$ cat src/rtl/swap_pipe.sv
// swap_pipe: lane-swap transform applied at the input, results buffered in a 2-entry FIFO.
// Latency: 1 cycle from input accept to out_valid when the FIFO is empty.
// Backpressure: in_ready is registered and means "fewer than 2 entries stored"; a pop never frees space in the same cycle.
//
// Ports:
//   clk, rst            - clock, asynchronous active-high reset
//   in_valid/in_ready   - input handshake; in_data/in_mode sampled on transfer
//   out_valid/out_ready - output handshake; out_data is the oldest stored word
//   beat_count          - saturating count of delivered beats whose mode was non-zero
module swap_pipe #(
  parameter int WIDTH = 32,
  parameter int LANE  = 8
) (
  input  logic             clk,
  input  logic             rst,
  input  logic             in_valid,
  output logic             in_ready,
  input  logic [WIDTH-1:0] in_data,
  input  logic [1:0]       in_mode,
  output logic             out_valid,
  input  logic             out_ready,
  output logic [WIDTH-1:0] out_data,
  output logic [15:0]      beat_count
);

  localparam int N = WIDTH / LANE;

  // Pair swaps and half swaps both need an even lane split of the word.
  if ((WIDTH % (2 * LANE)) != 0) begin : g_bad_width
    $error("swap_pipe: WIDTH must be a multiple of 2*LANE");
  end

  typedef enum logic [1:0] {
    EMPTY = 2'd0,
    ONE   = 2'd1,
    FULL  = 2'd2
  } occ_t;

  typedef struct packed {
    logic [1:0]       mode;
    logic [WIDTH-1:0] data;
  } entry_t;

  occ_t         occ;
  entry_t       mem [2];
  logic         wr_ptr;
  logic         rd_ptr;
  logic         in_ready_q;
  logic         out_valid_q;
  logic [15:0]  beat_cnt;
  logic [WIDTH-1:0] swapped;
  logic         push;
  logic         pop;

  // Lane k of the result is taken from the source lane chosen by the mode.
  always_comb begin
    swapped = in_data;
    for (int k = 0; k < N; k++) begin
      unique case (in_mode)
        2'd1:    swapped[k*LANE +: LANE] = in_data[(N-1-k)*LANE +: LANE];
        2'd2:    swapped[k*LANE +: LANE] = in_data[(k^1)*LANE +: LANE];
        2'd3:    swapped[k*LANE +: LANE] = in_data[((k+N/2)%N)*LANE +: LANE];
        default: swapped[k*LANE +: LANE] = in_data[k*LANE +: LANE];
      endcase
    end
  end

  assign push = in_valid && in_ready_q;
  assign pop  = out_valid_q && out_ready;

  always_ff @(posedge clk or posedge rst) begin
    if (rst) begin
      occ         <= EMPTY;
      in_ready_q  <= 1'b0;
      out_valid_q <= 1'b0;
      wr_ptr      <= 1'b0;
      rd_ptr      <= 1'b0;
      beat_cnt    <= 16'd0;
      mem[0]      <= '0;
      mem[1]      <= '0;
    end else begin
      if (push) begin
        mem[wr_ptr] <= '{mode: in_mode, data: swapped};
        wr_ptr      <= ~wr_ptr;
      end
      if (pop) begin
        rd_ptr <= ~rd_ptr;
        if (mem[rd_ptr].mode != 2'd0 && beat_cnt != 16'hFFFF)
          beat_cnt <= beat_cnt + 16'd1;
      end
      // Handshake flags are registered alongside the occupancy so neither
      // depends combinationally on in_valid or out_ready.
      unique case (occ)
        EMPTY: begin
          in_ready_q <= 1'b1;  // also raises in_ready on the first edge after reset
          if (push) begin
            occ         <= ONE;
            out_valid_q <= 1'b1;
          end
        end
        ONE: begin
          if (push && !pop) begin
            occ        <= FULL;
            in_ready_q <= 1'b0;
          end else if (!push && pop) begin
            occ         <= EMPTY;
            out_valid_q <= 1'b0;
          end
        end
        FULL: begin
          // in_ready is low here, so only a pop can change occupancy.
          if (pop) begin
            occ        <= ONE;
            in_ready_q <= 1'b1;
          end
        end
        default: begin
          occ         <= EMPTY;
          in_ready_q  <= 1'b0;
          out_valid_q <= 1'b0;
        end
      endcase
    end
  end

  assign in_ready   = in_ready_q;
  assign out_valid  = out_valid_q;
  assign out_data   = mem[rd_ptr].data;
  assign beat_count = beat_cnt;

endmodule

$ cat config.mk
export PLATFORM = sky130hd
export DESIGN_NAME = swap_pipe
export DESIGN_NICKNAME = d
export VERILOG_FILES = /design/src/rtl/swap_pipe.sv
export SDC_FILE = /design/constraint.sdc
export NUM_CORES = 1
export LEC_CHECK = 0
export ABC_AREA = 1
export BUFFER_PORTS_ARGS = -buffer_cell sky130_fd_sc_hd__buf_2
export CAP_MARGIN = 20
export CORE_ASPECT_RATIO = 2
export CORE_UTILIZATION = 50
export CTS_CLUSTER_SIZE = 30
export DETAILED_ROUTE_END_ITERATION = 6
export PLACE_DENSITY = 0.79
export RECOVER_POWER = 100
export SYNTH_ARGS = -nofsm -noshare
export SYNTH_HDL_FRONTEND = slang
export SYNTH_SLANG_ARGS = --single-unit
export TNS_END_PERCENT = 10
$ cat constraint.sdc
create_clock -name clk -period 3.4 [get_ports clk]
set_clock_uncertainty 0.2 [all_clocks]
set_input_delay 0.51 -clock clk [delete_from_list [all_inputs] [get_ports clk]]
set_output_delay 0.51 -clock clk [all_outputs]
set_load 0.1 [all_outputs]
# After elaboration in Yosys (flattened, before gate mapping)
# Index checks and enable logic that the tools add are counted.
op_classes:
  n_addsub: 1
  magnitude_cmp: 3
  n_eq_ne: 12
  mux: 22
  n_bitwise: 5
  n_reduce_logical: 14
op_table:
  columns: ["cell", "n"]
  rows:
  - ["34-bit two-way mux", 4]
  - ["8-bit case mux with 3 select lines", 4]
  - ["68-bit bitwise mux", 1]
  - ["34-bit demux with 1-bit select", 1]
  - ["16-bit by 1-bit adder with 16-bit output (second input constant)", 1]
  - ["16-bit inequality test (second input constant)", 1]
  - ["2-bit inequality test (second input constant)", 5]
  - ["2-bit two-way mux", 4]
  - ["2-bit == test (second input constant)", 3]
  - ["1-bit logical AND", 6]
  - ["1-bit case mux with 3 select lines", 2]
  - ["2-bit case mux with 3 select lines", 1]
  - ["1-bit two-way mux", 5]
  - ["2-bit by 1-bit == test with 1-bit output (second input constant)", 2]
  - ["2-bit >= comparator (second input constant)", 2]
  - ["1-bit NOT with 2-bit output", 2]
  - ["2-bit AND reduction", 2]
  - ["4-bit AND reduction", 1]
  - ["3-bit inequality test (second input constant)", 1]
  - ["1-bit NOT", 3]
  - ["3-bit AND reduction", 1]
  - ["1-bit logical NOT", 2]
  - ["2-bit logical NOT", 1]
  - ["2-bit by 1-bit less-than comparator with 1-bit output (second input constant)", 1]
  - ["2-bit nonzero test", 1]
totals:
  register_bits: 90
  in_bits: 38

# Logic depth before layout (Yosys ltp)
# Gate-level depths: netlist of the first run.
logic_depth:
  ltp_word: 7
  depth_mapped: 9
  depth_no_buf: 9

# Least setup slack after synthesis of the first run
# Ideal clock, no wire load.
synth_path:
  path_type: "register to output"
  from: "register rd_ptr"
  to: "output out_data[19]"
  t_arrival_ns: 2.788
  setup_slack_ns: -0.098
  path_stages_with_launch: 4
  path_cell_list: "dfrtp_1 > buf_2 > clkbuf_1 > o21ai_0"
synth_between:
  elab_chain_len: 4
synth_lines:
  columns: ["element", "line", "rtl"]
  rows:
  - ["start, declared", "47", "logic rd_ptr;"]
  - ["start signal, assigned", "87", "rd_ptr <= ~rd_ptr;"]
  - ["1-bit NOT with 2-bit output (not written as such)", "128", "assign out_data = mem[rd_ptr].data;"]
  - ["34-bit two-way mux (not written as such) (3 in series)", "128", null]
  - ["end, declared", "22", "output logic [WIDTH-1:0] out_data,"]
# No other way between the ends. The select of a mux whose other input is x is not followed.

# Worst setup path in the final report of the first run
layout_path:
  from: "register rd_ptr"
  to: "output out_data[5]"
# Same word-level chain as after synthesis.

==> results of run 1 <==
==> report_power, final <==
part	internal [mW]	total [mW]	leakage [nW]	switching [mW]
Clock	0.500	0.931	0.132	0.431
Combinational	0.0483	0.166	1.66	0.117
Sequential	1.07	1.07	1.14	0
Total	1.62	2.17	2.94	0.548
==> cell families after synthesis <==
kind of cell,after synthesis
compound gates,97
xor+xnor,6
fa+ha+maj,3
buf+inv,85
flops,90
simple gates,443
==> metal layers <==
| metal | up-vias | GRT usage (%) |
|---|---|---|
| met5 | - | 0 |
| met4 | 0 | 16.8 |
| met3 | 36 | 4.10 |
| met2 | 182 | 46.5 |
| met1 | 2358 | 30.8 |
| li1 | 2441 | - |
==> per-stage QoR <==
stage	hold WS, ps	cell area, um2
final	283	5850
after global routing	312	5850
after CTS	163	5890
after detailed placement	267	5610
after global placement	263	5610
after floorplan	249	5130
==> layout make-up <==
class,instances,area [um2],area share (%)
Sequential cell,90,2250,38.5
Timing Repair Buffer,95,475,8.13
Inverter,49,186,3.19
Clock inverter,7,55.1,0.942
Tap cell,135,169,2.89
Multi-Input combinational cell,549,2480,42.5
Clock buffer,9,225,3.85
==> flip-flops by register name, summed over array words and instances (netlist names) <==
register / flops
occ: 2
rd_ptr: 1
mem: 68
out_valid: 1
wr_ptr: 1
beat_count: 16
in_ready: 1
==> tightest hold or removal path, cell delays in order, from the launching register on <==
cell,delay (ps)
dfrtp_1,340
nand2_1,50
nand2_1,50
==> cells in the mapped netlist (all sizes together) <==
cell type / number / area (um2)
ha: 3 / 37.5
buf: 23 / 154
inv: 47 / 176
xnor2: 1 / 8.76
a21oi: 1 / 5.00
nor2: 31 / 169
nand2: 346 / 1330
dfrtp: 90 / 2250
o21ai: 95 / 475
clkinv: 2 / 8.75
nand3: 44 / 283
nor3: 1 / 5.00
o31ai: 1 / 7.51
xor2: 5 / 43.8
nand4: 21 / 131
clkbuf: 13 / 48.8
==> worst min-delay path by stage <==
stage / endpoint / cells after the start
5_1_grt: mem[18]$_DFFE_PP0P_ / 2
4_1_cts: mem[53]$_DFFE_PP0P_ / 2
6_report: mem[5]$_DFFE_PP0P_ / 2
3_3_place_gp: mem[2]$_DFFE_PP0P_ / 2
2_1_floorplan: mem[0]$_DFFE_PP0P_ / 2
3_5_place_dp: mem[9]$_DFFE_PP0P_ / 2
==> out/metrics.cfg, run 1 <==
[status]
status = finished, violations left
violations = max-capacitance violations, max-slew violations

[worst_hold_path]
hp-start = mem[5]$_DFFE_PP0P_
hold_path_class = register to register

[logic_synthesis]
yosys_warnings = 0
synth_fa_ha_area_share_pct = 0.731
synth_area_mm2 = 0.00513
ys_ff_latch = 90
synth_compound_area_share_pct = 9.50
synth_area_per_cell_um2 = 7.09
synth-xor-area-share_pct = 1.02
yosys.area_share.simple_pct = 37.3
synth_top_family_by_area = simple AND/OR/NAND/NOR gates
synth.distinct_cells = 29
syn_nets = 765
synthMuxAreaShare_pct = 0
ys_seq_area_share_pct = 43.9
synthCells = 724

[setup_path]
crit_chain = clkinv_2 -> nand2_1 -> nand2_1 -> clkbuf_2
rrSetupSlack_ps = 410
cp.arrival_ps = 2320
cp_top_family = flip-flops
reg2reg_depth = 7
endpoint = out_data[5]
path_class = register to primary output
crit_fanout = 29
cp_slowest_stage_delay_ps = 920
r2r_end = mem[3]$_DFFE_PP0P_
startpoint_type = register
cp_slowest_cell = dfrtp_1
end_kind = primary output
reg2reg_from = in_ready$_DFFE_PP0P_
cp.depth = 4
cp.required_ps = 2690
cp.buffers_inverters = 2
cpMostUsedCell = nand2_1
crit_path_start = rd_ptr$_DFFE_PP0P_

[timing]
tns_ps = 0
drv_slew = 90
rsz0062_at_grt = false
setup_ws_ps = 370
hold_viol = 0
setup_viol = 0
slew-limit-headroom_pct = -55.0
fmax_mhz = 330
fin_crit_ps = 3030
min_period_over_period_pct = 89.1
worst_slew_pin_slew_ps = 2310

[detailed_routing]
top_layer_used = met4
dr_wl_met3_um = 578
drt_iter0_markers = 361
met2_wirelength_mm = 7.11
vias = 5017
routed_wl_mm = 13.5
post-route-drc-count = 0
postRouteAntennaNets = 0
first_pass_iters = 5
detail_route.vias_per_cell = 5.37
met1_length_mm = 5.15
wl_per_cell_um = 14.4

[floorplan]
start_util_pct = 51.2
core-area_mm2 = 0.0100
die_x_um = 73.7
pin_count = 88
fp.dieH_um = 145
rows = 52
dieArea_mm2 = 0.0107

[clock_tree]
cts_resized = 0
clk_path_buf_depth = 2
worstSkewPairLatency_ps = 340
hold_buffers = 0
postCtsSetupRepairBufs = 0
cts_root_buf = clkbuf_16
clkTransAtPathRegs_ps = 70
cts_tree = built
clock_sinks = 90
cts.htree.levels = 3
cts_buffers = 9

[grt]
grt_max_degree = 51
grt_pass1_wl_mm = 22.5
grt_usage_pct = 27.3
grt_pass1_vias = 4888
overflow = 0
antenna_found_initial = 0

[layout]
final_common_cell = nand2_1
final.fill_count = 1012
final_cells = 934
area.growth.synth_to_final_pct = 13.8
layout_common_cells = 340 x nand2_1, 90 x dfrtp_1, 82 x o21ai_0
nets = 835
drive_gt1_share_pct = 15.4
antennaDiodeCount = 0
final_core_util_pct = 58.3

[place]
place_congestion = 0.902
hpwl_mm = 9.89
dpl.cell_count = 918
portBuffers = 87
preCtsSetupSlack_ps = 792

[flow_run]
max_cap_viol_count = 2

[power_and_ir_drop]
p_per_area_mw_per_mm2 = 371
finalPower_mw = 2.17
ir_drop_v = 0.000268
p_leak_nw = 2.94

No activity file was read; power rests on OpenSTA's default activity.
==> inputs of run 2 (changes only) <==
Settings changed: ABC_AREA 1 to 0, PLACE_DENSITY 0.79 to 0.8.
==> run 2 against run 1 <==
  * Worst hold slack got worse by 4.5 ps
  * Core utilization increased by 0.49 points
  * The run still ends with max-capacitance violations, max-slew violations left
  * Sequential share of layout area up 4.2 points
  * Critical path depth is 2 lower
  * Synthesized cell count down 35%
  * Highest routed layer unchanged
==> out/metrics.cfg, run 2 <==
[detailed_routing]
vias = 3669  ; -27%
routed_wl_mm = 11.3  ; -16%
first_pass_iters = 4  ; -1
detail_route.vias_per_cell = 5.65  ; +5.2%
postRouteAntennaNets = 0  ; unchanged
post-route-drc-count = 0  ; unchanged
drt_iter0_markers = 146  ; -60%
wl_per_cell_um = 17.4  ; +21%

[logic_synthesis]
yosys_warnings = 0  ; unchanged
synth_compound_area_share_pct = 11.8  ; +2.3 points
ys_top_cells_by_area = dfrtp_1 49%, mux2_2 13%, o21ai_0 11%
synth.distinct_cells = 34  ; +17%
synth_edf_count = 0  ; unchanged
yosys.area_share.simple_pct = 15.4  ; -22 points
synth_common_cells = 111 x nand2_1, 101 x o21ai_0, 90 x dfrtp_1
yosysMostFrequentCell = nand2_1
synth_fa_ha_area_share_pct = 0.822  ; +0.091 points
syn_nets = 511  ; -33%
synth_area_mm2 = 0.00457  ; -11%
synthDominantCellAreaShare_pct = 49.3  ; +5.5 points
synth_ff_type = dfrtp_1
synth-xor-area-share_pct = 3.07  ; +2.0 points
synthCells = 470  ; -35%
synth_area_per_cell_um2 = 9.72  ; +37%
async_flop_share_pct = 100  ; unchanged
yosys.area.top_type = dfrtp_1
synthMuxAreaShare_pct = 16.1  ; +16 points
ys_ff_latch = 90  ; unchanged
ys_seq_area_share_pct = 49.3  ; +5.5 points
synth_top_family_by_area = multiplexers

[floorplan]
core-area_mm2 = 0.00895  ; -11%
start_util_pct = 51.0  ; -0.23 points
die_x_um = 69.6  ; -5.5%
pin_count = 88  ; unchanged
fp.dieH_um = 137  ; -5.6%
dieArea_mm2 = 0.00954  ; -11%
rows = 49  ; -5.8%

[place]
hpwl_mm = 8.17  ; -17%
placed_cell_area_mm2 = 0.00507  ; -9.6%
portBuffers = 87  ; unchanged
place_congestion = 0.863  ; -4.3%
preCtsSetupSlack_ps = 996  ; +204 ps

[timing]
fmax_mhz = 332  ; +0.71%
hold_viol = 0  ; unchanged
tns_ps = 0  ; unchanged
slew-limit-headroom_pct = -30.5  ; +25 points
setup_viol = 0  ; unchanged
fin_crit_ps = 3010  ; -21.3 ps
drv_slew = 89  ; -1.1%
min_period_over_period_pct = 88.5  ; -0.63 points
setup_ws_ps = 391  ; +21.3 ps
rsz0062_at_grt = false
worst_slew_pin_slew_ps = 1950  ; -366 ps

[layout]
layout_common_cells = 111 x nand2_1, 101 x o21ai_0, 90 x dfrtp_1
nets = 583  ; -30%
drive_gt1_share_pct = 22.9  ; +7.5 points
area.growth.synth_to_final_pct = 15.3
largest_register_ffs = 68  ; unchanged
top_register = mem
final_core_util_pct = 58.8  ; +0.49 points
stdcell_area_mm2 = 0.00527  ; -9.9%
antennaDiodeCount = 0  ; unchanged
final_common_cell = nand2_1

[setup_path]
cp.required_ps = 2690  ; about the same
path_class = register to primary output
cp_slowest_cell = clkbuf_1
startpoint_type = register
cp.buffers_inverters = 1  ; -1
crit_fanout = 15  ; -48%
crit_chain = mux2_2 -> clkbuf_1
end_kind = primary output
cp_top_family = buffers and inverters
cp_slowest_stage_delay_ps = 890  ; -30 ps
cp.arrival_ps = 2300  ; -20 ps

[grt]
overflow = 0  ; unchanged
antenna_found_initial = 0  ; unchanged
grt_pass1_vias = 3432  ; -30%
grt_max_degree = 50  ; -2.0%
grt_usage_pct = 24.6  ; -2.6 points
grt_pass1_wl_mm = 17.8  ; -21%

[clock_tree]
cts_root_buf = clkbuf_16
postCtsSetupRepairBufs = 0  ; unchanged
worstSkewPairLatency_ps = 340  ; about the same
cts_tree = built
clkTransAtPathRegs_ps = 60  ; about the same
hold_buffers = 0  ; unchanged
cts.htree.levels = 3  ; unchanged
clock_sinks = 90  ; unchanged
cts_resized = 0  ; unchanged
cts_buffers = 9  ; unchanged
clk_path_buf_depth = 2  ; unchanged

[status]
violations = max-capacitance violations, max-slew violations
status = finished, violations left

[worst_hold_path]
hold_path_class = register to register

[flow_run]
max_cap_viol_count = 2  ; unchanged

==> run 2: final cells by class <==
type | instances | area (um2)
clock buffer | 11 | 243
clock inverter | 5 | 37.5
fill | 782 | 3680
inverter | 4 | 16.3
multi-input combinational | 343 | 2120
sequential | 90 | 2250
tap | 102 | 128
timing repair buffer | 94 | 465
==> run 2: worst paths after layout <==
path | startpoint | depth (start not counted) | endpoint | slack (ps)
worst max-delay path | rd_ptr$_DFFE_PP0P_ | 2 | out_data[0] | 390
worst min-delay path | mem[40]$_DFFE_PP0P_ | 2 | mem[40]$_DFFE_PP0P_ | 280
worst max register to register | in_ready$_DFFE_PP0P_ | 4 | mem[32]$_DFFE_PP0P_ | 700
worst min register to register | mem[40]$_DFFE_PP0P_ | 2 | mem[40]$_DFFE_PP0P_ | 280
max in group asynchronous | rst | 3 | mem[36]$_DFFE_PP0P_ | 1570
min in group asynchronous | rst | 2 | beat_count[4]$_DFFE_PP0P_ | 460
==> run 2: tightest hold or removal path: cells and delay by family (launching register included) <==
family	cells	cell delay [ps]
flops	1	340
simple gates	1	50
compound gates	1	60
==> run 2: kinds of logic (layout without fill, tap and decap cells) <==
| group | after synthesis | after routing |
|---|---|---|
| buffers and inverters | 37 | 114 |
| xor gates and xnor gates | 16 | 16 |
| AOI/OAI and AO/OA | 106 | 106 |
| adders and majority gates | 3 | 3 |
| and+or+nand+nor | 151 | 151 |
| muxes | 67 | 67 |
| DFF | 90 | 90 |
==> run 2: stage by stage <==
step / instances / hold WS, ps
3_5_place_dp: 633 / 268
3_3_place_gp: 633 / 257
2_1_floorplan: 470 / 244
4_1_cts: 649 / 95.9
5_1_grt: 649 / 303
6_report: 649 / 279
==> run 2: metal layers <==
layer / vias to the layer above / track usage (%) / wire length [um]
met5: - / 0 / 0
met4: 0 / 12.0 / 416
met3: 23 / 3.83 / 385
met2: 107 / 44.4 / 6120
met1: 1778 / 28.1 / 4400
li1: 1761 / - / -
Power of run 2 is left out: the tool's default activity adds up to more than one toggle a clock period on the data nets, which glitch-free logic cannot reach.
==> inputs of run 3 (changes only) <==
Settings changed: CORE_UTILIZATION 50 to 55, PLACE_DENSITY 0.8 to 0.86.
==> run 3 against run 2 <==
  * The run still ends with max-capacitance violations, max-slew violations left
  * Cell count is 0.46% lower
  * Worst hold slack got worse by 7.5 ps
  * Maximum frequency up 1.4%
  * Die area is 8.9% lower
  * First-iteration DRC count is 22% higher
  * Global-route usage is 2.6 points higher
  * Register-to-register slack gained 80 ps
  * Via count up 1.4%
  * Clock-buffer cell count shrank 1
  * Critical path depth up 1
  * Flip-flop and latch count did not move
  * Critical endpoint is now out_data[26]
  * Highest routed layer unchanged
==> out/metrics.cfg, run 3 (synthesis gave the netlist of run 2 again) <==
[timing]
hold_viol = 0  ; unchanged
setup_viol = 0  ; unchanged
tns_ps = 0  ; unchanged
fmax_mhz = 337  ; +1.4%
setup_ws_ps = 434  ; +43.0 ps
fin_crit_ps = 2970  ; -43.0 ps
min_period_over_period_pct = 87.2  ; -1.3 points
rsz0062_at_grt = false
drv_slew = 54  ; -39%
slew-limit-headroom_pct = -5.75  ; +25 points
worst_slew_pin_slew_ps = 1590  ; -360 ps

[clock_tree]
clk_path_buf_depth = 2  ; unchanged
cts_tree = built
postCtsSetupRepairBufs = 0  ; unchanged
cts.htree.levels = 3  ; unchanged
cts_buffers = 9  ; unchanged
clkTransAtPathRegs_ps = 70  ; about the same
worstSkewPairLatency_ps = 340  ; about the same
cts_root_buf = clkbuf_16
hold_buffers = 0  ; unchanged
clock_sinks = 90  ; unchanged
cts_resized = 0  ; unchanged

[setup_path]
startpoint_type = register
path_class = register to primary output
crit_fanout = 35  ; +20
reg2reg_depth = 4  ; unchanged
end_kind = primary output
cp.arrival_ps = 2260  ; -40 ps
cp.required_ps = 2690  ; about the same
rrSetupSlack_ps = 780  ; +80 ps
reg2reg_from = in_ready$_DFFE_PP0P_
r2r_end = mem[60]$_DFFE_PP0P_

[floorplan]
die_x_um = 66.4  ; -4.5%
core-area_mm2 = 0.00800  ; -11%
dieArea_mm2 = 0.00869  ; -8.9%
rows = 46  ; -6.1%
start_util_pct = 57.1  ; +6.1 points
pin_count = 88  ; unchanged
fp.dieH_um = 131  ; -4.6%

[worst_hold_path]
hp-start = mem[62]$_DFFE_PP0P_
holdPathEnd = mem[62]$_DFFE_PP0P_
worstHoldPathCells = 2  ; unchanged
hold_path_class = register to register

[layout]
largest_register_ffs = 68  ; unchanged
area.growth.synth_to_final_pct = 15.7
nets = 586  ; +0.51%
antennaDiodeCount = 0  ; unchanged
final.fill_count = 616  ; -21%
top_register = mem
final_common_cell = nand2_1
drive_gt1_share_pct = 26.0  ; +3.1 points
layout_common_cells = 111 x nand2_1, 101 x o21ai_0, 90 x dfrtp_1

[grt]
antenna_found_initial = 0  ; unchanged
grt_max_degree = 59  ; +18%
grt_pass1_wl_mm = 17.4  ; -2.3%
overflow = 0  ; unchanged
grt_usage_pct = 27.2  ; +2.6 points
grt_pass1_vias = 3678  ; +7.2%

[flow_run]
max_cap_viol_count = 1  ; -1

[status]
violations = max-capacitance violations, max-slew violations
status = finished, violations left

[detailed_routing]
met1_length_mm = 4.19  ; -4.6%
detail_route.vias_per_cell = 5.76  ; +1.9%
drt_iter0_markers = 178  ; +22%
post-route-drc-count = 0  ; unchanged
routed_wl_mm = 10.8  ; -4.9%
vias = 3721  ; +1.4%
postRouteAntennaNets = 0  ; unchanged
met2_wirelength_mm = 5.42  ; -12%
top_layer_used = met4
dr_wl_met3_um = 492  ; +28%
first_pass_iters = 5  ; +1
wl_per_cell_um = 16.7  ; -4.4%

[place]
portBuffers = 87  ; unchanged
hpwl_mm = 7.50  ; -8.2%
preCtsSetupSlack_ps = 1030  ; +38.1 ps
place_congestion = 0.837  ; -3.0%

## run 3: critical path, cell delays in order, from the launching register on
cell      delay, ps
dfrtp_1         330
buf_4           440
mux2_2          270
clkbuf_1        860
## run 3: cell type report
type                            instances  area (um2)  share of cell area [%]
Sequential cell                        90        2250                    42.6
Multi-Input combinational cell        343        2120                    40.2
Timing Repair Buffer                   97         477                    9.02
Clock buffer                           10         229                    4.33
Tap cell                               96         120                    2.27
Clock inverter                          6        66.3                    1.25
Inverter                                4        16.3                   0.308
## run 3: how the worst max path moves through the flow
stage | startpoint | to | slack [ps] | cells after the start
2_1_floorplan | rst | beat_count[0]$_DFFE_PP0P_ | 350 | 1
3_3_place_gp | rd_ptr$_DFFE_PP0P_ | beat_count[14]$_DFFE_PP0P_ | 1070 | 5
3_5_place_dp | in_mode[1] | mem[44]$_DFFE_PP0P_ | 1030 | 5
4_1_cts | rd_ptr$_DFFE_PP0P_ | out_data[11] | 820 | 3
5_1_grt | rst | mem[1]$_DFFE_PP0P_ | 390 | 5
6_report | rd_ptr$_DFFE_PP0P_ | out_data[26] | 430 | 3
## run 3: metrics by stage
| step | area, um2 | hold slack [ps] | utilization, % | instances |
|---|---|---|---|---|
| after floorplan | 4570 | 244 | - | 470 |
| after global placement | 5050 | 257 | 63.1 | 628 |
| after detailed placement | 5050 | 266 | 63.1 | 628 |
| after CTS | 5340 | 186 | 66.8 | 644 |
| after global routing | 5290 | 303 | 66.1 | 646 |
| final | 5290 | 271 | 66.1 | 646 |
## run 3: layer usage
layer	track usage, %	vias up
li1	-	1780
met1	30.8	1769
met2	45.2	135
met3	4.77	37
met4	20.0	0
met5	0	-
Power of run 3 is left out for the same reason.
